**config.mk**
```make
export PLATFORM = sky130hd
export DESIGN_NAME = pkt_bufid_allocator
export DESIGN_NICKNAME = d
export VERILOG_FILES = /design/src/rtl/pkt_bufid_allocator_pkg.sv /design/src/rtl/pkt_bufid_allocator_rr_arbiter.sv /design/src/rtl/pkt_bufid_allocator.sv
export SDC_FILE = /design/constraint.sdc
export NUM_CORES = 1
export LEC_CHECK = 0
export CAP_MARGIN = 20
export CORE_MARGIN = 4
export CORE_UTILIZATION = 43
export CTS_BUF_LIST = sky130_fd_sc_hd__clkbuf_2 sky130_fd_sc_hd__clkbuf_4 sky130_fd_sc_hd__clkbuf_8
export DETAILED_ROUTE_END_ITERATION = 10
export PLACE_DENSITY = 0.82
export SLEW_MARGIN = 40
export SYNTH_ARGS = -nofsm -noshare
export SYNTH_HDL_FRONTEND = slang
export SYNTH_SLANG_ARGS = --single-unit
```
**constraint.sdc**
```tcl
create_clock -name clk_sys -period 5.9 [get_ports clk_sys]
set_clock_uncertainty 0.05 [all_clocks]
set_input_delay 0.885 -clock clk_sys [delete_from_list [all_inputs] [get_ports clk_sys]]
set_output_delay 0.885 -clock clk_sys [all_outputs]
set_load 0.01 [all_outputs]
```
**src/rtl/pkt_bufid_allocator_pkg.sv**
```systemverilog
// pkt_bufid_allocator_pkg: sizing defaults and FSM encoding shared by the allocator, release stage and FIFO/RAM wrappers.
package pkt_bufid_allocator_pkg;
    localparam int PORT_NUM_D = 9;
    localparam int BUFID_W_D = 9;
    localparam int CNT_W_D = 4;
    typedef enum logic [1:0] {
        ARB_S   = 2'd0,
        RD_S    = 2'd1,
        WAIT_S  = 2'd2,
        GRANT_S = 2'd3
    } alloc_state_t;
endpackage

```
**src/rtl/pkt_bufid_allocator_rr_arbiter.sv**
```systemverilog
// rr_arbiter_9: combinational round-robin pick of the first request at or after ptr, wrapping at N-1.
module rr_arbiter_9 #(
    parameter int N = 9,
    parameter int IW = $clog2(N)
) (
    input  logic [N-1:0]  req,
    input  logic [IW-1:0] ptr,
    output logic [IW-1:0] idx,
    output logic          valid
);
    logic [N-1:0] rot;
    logic [IW-1:0] off;
    logic [IW:0] sum;
    always_comb begin
        rot = N'({req, req} >> ptr);
        valid = |rot;
        off = '0;
        for (int i = N - 1; i >= 0; i--) off = rot[i] ? IW'(i) : off;
        sum = {1'b0, ptr} + {1'b0, off};
        idx = (sum >= (IW+1)'(N)) ? IW'(sum - (IW+1)'(N)) : sum[IW-1:0];
    end
endmodule

```
**src/rtl/pkt_bufid_allocator.sv**
```systemverilog
// pkt_bufid_allocator: pops free bufids and grants them round-robin to ingress ports,
// writing each packet's outport count into the reference-count RAM.
module pkt_bufid_allocator
    import pkt_bufid_allocator_pkg::*;
#(
    parameter int PORT_NUM = PORT_NUM_D,
    parameter int BUFID_W = BUFID_W_D,
    parameter int CNT_W = CNT_W_D
) (
    input  logic                      clk_sys,
    input  logic                      reset_n,
    input  logic                      i_hardware_initial_finish,
    input  logic [PORT_NUM-1:0]       iv_bufid_req,
    input  logic [PORT_NUM*CNT_W-1:0] iv_outport_num,
    output logic [PORT_NUM-1:0]       ov_bufid_ack,
    output logic [BUFID_W-1:0]        ov_bufid,
    output logic                      o_fifo_rd,
    input  logic [BUFID_W-1:0]        iv_fifo_rdata,
    input  logic                      i_fifo_empty,
    output logic                      o_cnt_wr,
    output logic [BUFID_W-1:0]        ov_cnt_addr,
    output logic [CNT_W-1:0]          ov_cnt_wdata,
    output logic [15:0]               ov_grant_cnt,
    output logic [1:0]                ov_alloc_state
);
    localparam int IW = $clog2(PORT_NUM);
    alloc_state_t state, nxt_state;
    logic [IW-1:0] ptr, nxt_ptr, win_idx, nxt_win_idx, arb_idx;
    logic [CNT_W-1:0] win_cnt, nxt_win_cnt, nxt_cnt_wdata;
    logic [PORT_NUM-1:0] nxt_ack;
    logic [BUFID_W-1:0] nxt_bufid, nxt_cnt_addr;
    logic [15:0] nxt_grant_cnt;
    logic arb_vld, nxt_rd, nxt_cnt_wr;
    rr_arbiter_9 #(.N(PORT_NUM), .IW(IW)) u_arb (
        .req   (iv_bufid_req),
        .ptr   (ptr),
        .idx   (arb_idx),
        .valid (arb_vld)
    );
    assign ov_alloc_state = state;
    always_comb begin
        nxt_state = state;
        nxt_ptr = ptr;
        nxt_win_idx = win_idx;
        nxt_win_cnt = win_cnt;
        nxt_rd = 1'b0;
        nxt_ack = '0;
        nxt_cnt_wr = 1'b0;
        nxt_bufid = ov_bufid;
        nxt_cnt_addr = ov_cnt_addr;
        nxt_cnt_wdata = ov_cnt_wdata;
        nxt_grant_cnt = ov_grant_cnt;
        case (state)
            ARB_S: if (i_hardware_initial_finish && !i_fifo_empty && arb_vld) begin
                nxt_win_idx = arb_idx;
                nxt_win_cnt = iv_outport_num[arb_idx*CNT_W +: CNT_W];
                nxt_rd = 1'b1;
                nxt_state = RD_S;
            end
            RD_S: nxt_state = WAIT_S;
            WAIT_S: begin
                nxt_bufid = iv_fifo_rdata;
                nxt_cnt_addr = iv_fifo_rdata;
                // a zero outport count still needs one release to free the buffer
                nxt_cnt_wdata = (win_cnt == '0) ? CNT_W'(1) : win_cnt;
                nxt_cnt_wr = 1'b1;
                nxt_ack = PORT_NUM'(1) << win_idx;
                nxt_grant_cnt = ov_grant_cnt + 16'd1;
                nxt_ptr = (win_idx == IW'(PORT_NUM - 1)) ? '0 : win_idx + 1'b1;
                nxt_state = GRANT_S;
            end
            default: nxt_state = ARB_S;
        endcase
    end
    always_ff @(posedge clk_sys or negedge reset_n) begin
        if (!reset_n) begin
            state <= ARB_S;
            ptr <= '0;
            win_idx <= '0;
            win_cnt <= '0;
            o_fifo_rd <= 1'b0;
            ov_bufid_ack <= '0;
            o_cnt_wr <= 1'b0;
            ov_bufid <= '0;
            ov_cnt_addr <= '0;
            ov_cnt_wdata <= '0;
            ov_grant_cnt <= '0;
        end else begin
            state <= nxt_state;
            ptr <= nxt_ptr;
            win_idx <= nxt_win_idx;
            win_cnt <= nxt_win_cnt;
            o_fifo_rd <= nxt_rd;
            ov_bufid_ack <= nxt_ack;
            o_cnt_wr <= nxt_cnt_wr;
            ov_bufid <= nxt_bufid;
            ov_cnt_addr <= nxt_cnt_addr;
            ov_cnt_wdata <= nxt_cnt_wdata;
            ov_grant_cnt <= nxt_grant_cnt;
        end
    end
endmodule

```
==> flow_summary.ini <==
[sta]
finalHoldViolCount = 0
finalCritPeriodShare_pct = 88.41
final.setup.tns_ns = 0
max_freq_ghz = 0.1917
maxSlewViolCount = 0
layout_min_cycle_time_ns = 5.216
maxSlewHeadroom_pct = 53.18
rsz0062_at_grt = false
finalSetupViolCount = 0
worst_pin_slew_ns = 0.7023

[routing]
detailedRoute.firstIterationViolations = 232
routedWlPerCell_um = 15.99
drc = 0
antenna_left = 0
drtPass1Iterations = 4
vias = 3372
drt_wl_total_mm = 9.659
viasPerCell = 5.583

[synth]
netlist_top_cells_area = dfrtp_1 (33%), mux4_2 (9.4%), mux2i_1 (8.6%), mux2_2 (8.0%), ha_1 (4.9%)
netlist_area_sq_um = 4080
synth.most_common_cell = dfrtp_1
yosys-top-cells-count = dfrtp_1 (54), mux2i_1 (35), mux2_2 (29)
ys_async_sr_fraction_pct = 100.0
yosysSeqAreaShare_pct = 33.12
synth_edf_count = 0
netlist_instances = 382
synth_warnings = 0
yosysTopAreaCell = dfrtp_1
avgSynthCellArea_sq_um = 10.68
yosys.cell_types.count = 54
ys.flop_type = dfrtp_1
postSynthNetCount = 457
yosys.area.top_type_share_pct = 33.12
ys_seq_elements = 54

[pwr]
p_leak_nw = 2.253
switchingPower_w = 0.001765
p_sw_share_pct = 45.88
p_clk_share_pct = 6.6
seqPwrFrac_pct = 17.6
power_density_nw_per_um2 = 722.9
ir_drop_v = 0.0006358
p_int_w = 0.002082
fin_total_pwr_w = 0.003847
p_comb_share_pct = 75.9

[final_layout]
antenna_cells = 0
fin_area_sq_um = 5321
final_nets = 549
area_growth_pct = 30.42
final_layout_size_suffix_gt1_share_pct = 14.53

[cts]
cts_setup_buffers = 0
holdBufCountCts = 0
cts_resized = 0
clk_latency_ns = 0.30
cts_htree_levels = 2
clock_path_buffers = 2
clk_pin_slew_ns = 0.10
tritoncts = built
cts_buffers = 5
cts.sinks = 54
cts-root-buf = clkbuf_8

[global_route]
grt_pass1_vias = 3332
grt_max_degree = 55
grt_pass1_wl_mm = 16.28
antenna_found_initial = 0
grtUsageTotal_pct = 17.30
grt-ovfl-total = 0

[critical_path]
path_max_fanout = 14
cp-start-kind = input pin
end_kind = flop
worstPathRequired_ns = 6.04
cp.arrival_ns = 5.35
crit_type = input pin to flop

[run]
drv_cap = 0

[die]
start_util_pct = 44.16
dieArea_sq_um = 11110
die_w_um = 105.4
rows = 35
core_area_sq_um = 9240
io_pins = 109
die_height_um = 105.4

[placement]
dpl_cell_area_sq_um = 5202
io_buffers = 108
gp_congestion = 0.8777
hpwl_mm = 7.692

[hold_path]
hp-class = flop to flop

[status]
status = complete, no violations
## state kept, by name, indices dropped and copies added, names as in the netlist
signal          count
ov_alloc_state      2
ov_cnt_addr         9
win_idx             4
ov_bufid_ack        9
win_cnt             4
o_fifo_rd           1
ov_grant_cnt       16
ptr                 4
ov_cnt_wdata        4
o_cnt_wr            1
## logic make-up after synthesis
family / Yosys count / share of synthesized area (%)
simple gates: 93 / 12.73
buf+inv: 43 / 5.520
fa+ha+maj: 17 / 5.397
compound gates: 73 / 12.17
mux: 83 / 26.99
xor+xnor: 19 / 4.079
flops: 54 / 33.12
## cell usage in the layout, fill, tap and decap left out, types with 8 or more instances in the layout
master           instances
ha_1                    16
nor2_1                  13
and3_1                  13
inv_1                   11
nand3_1                 10
and2_1                   8
a21oi_1                 23
nand2_1                 15
mux2_2                  29
dfrtp_1                 53
a22oi_1                  8
xnor2_1                 15
mux2i_1                 35
buf_4                    8
mux4_2                  17
nor2b_1                 10
clkdlybuf4s50_1        107
## stage by stage
step	util (%)	setup slack [ns]	hold slack, ns	std cells
floorplan	-	0.7041	0.4498	382
global placement	56.30	0.5152	0.4105	596
detailed placement	56.30	0.4377	0.4235	596
CTS	57.58	0.7346	0.4392	604
global route	57.59	0.3564	0.4519	604
finish	57.59	0.6838	0.4336	604
## final cells by class
class | instances | area [sq um]
tap | 129 | 161.4
sequential | 54 | 1353
multi-input combinational | 285 | 2509
timing repair buffer | 116 | 1136
clock inverter | 3 | 48.80
clock buffer | 5 | 68.82
fill | 791 | 3919
inverter | 12 | 45.04
## worst max-delay path, cell delays in order
cell and delay, ns:
clkdlybuf4s50_1 0.60, mux4_2 0.51, and3_1 0.19, a31oi_1 0.20, or3b_1 0.42, and2b_1 0.23, nor3_1 0.06, ha_1 0.22
a211oi_1 0.41, nor3b_1 0.19, o31ai_2 0.32, buf_4 0.26, nor2b_1 0.34, a22oi_1 0.16, a32oi_1 0.26, a31oi_1 0.11
## routing by layer
metal  routed length (um)  global-route usage (%)  vias up
met5                    0                       0        -
li1                     -                       -     1608
met2                 4868                   29.78      101
met3                  470                   2.021        6
met1                 4264                   23.81     1657
met4                   56                   2.812        0
## power by group through the flow
stage | Combinational, W | Sequential [W] | Clock (W)
after floorplan | 0.00223 | 0.000637 | 0
after global placement | 0.00283 | 0.000672 | 0
after detailed placement | 0.00290 | 0.000683 | 0
after CTS | 0.00291 | 0.000676 | 0.000258
after global routing | 0.00321 | 0.000705 | 0.000276
final | 0.00292 | 0.000675 | 0.000252
## worst paths after layout
check,startpoint,endpoint,slack [ns],cells after the start
worst max-delay path,iv_bufid_req[4],win_cnt[3]$_DFFE_PN0P_,0.68,16
worst min-delay path,ov_grant_cnt[15]$_DFFE_PN0P_,ov_grant_cnt[15]$_DFFE_PN0P_,0.43,1
worst max register to register,ptr[3]$_DFFE_PN0P_,win_cnt[3]$_DFFE_PN0P_,1.06,14
worst min register to register,ov_grant_cnt[15]$_DFFE_PN0P_,ov_grant_cnt[15]$_DFFE_PN0P_,0.43,1
max in group asynchronous,reset_n,ptr[1]$_DFFE_PN0P_,4.68,2
min in group asynchronous,reset_n,ov_grant_cnt[13]$_DFFE_PN0P_,0.63,2
Power figures use the tool's default switching activity.
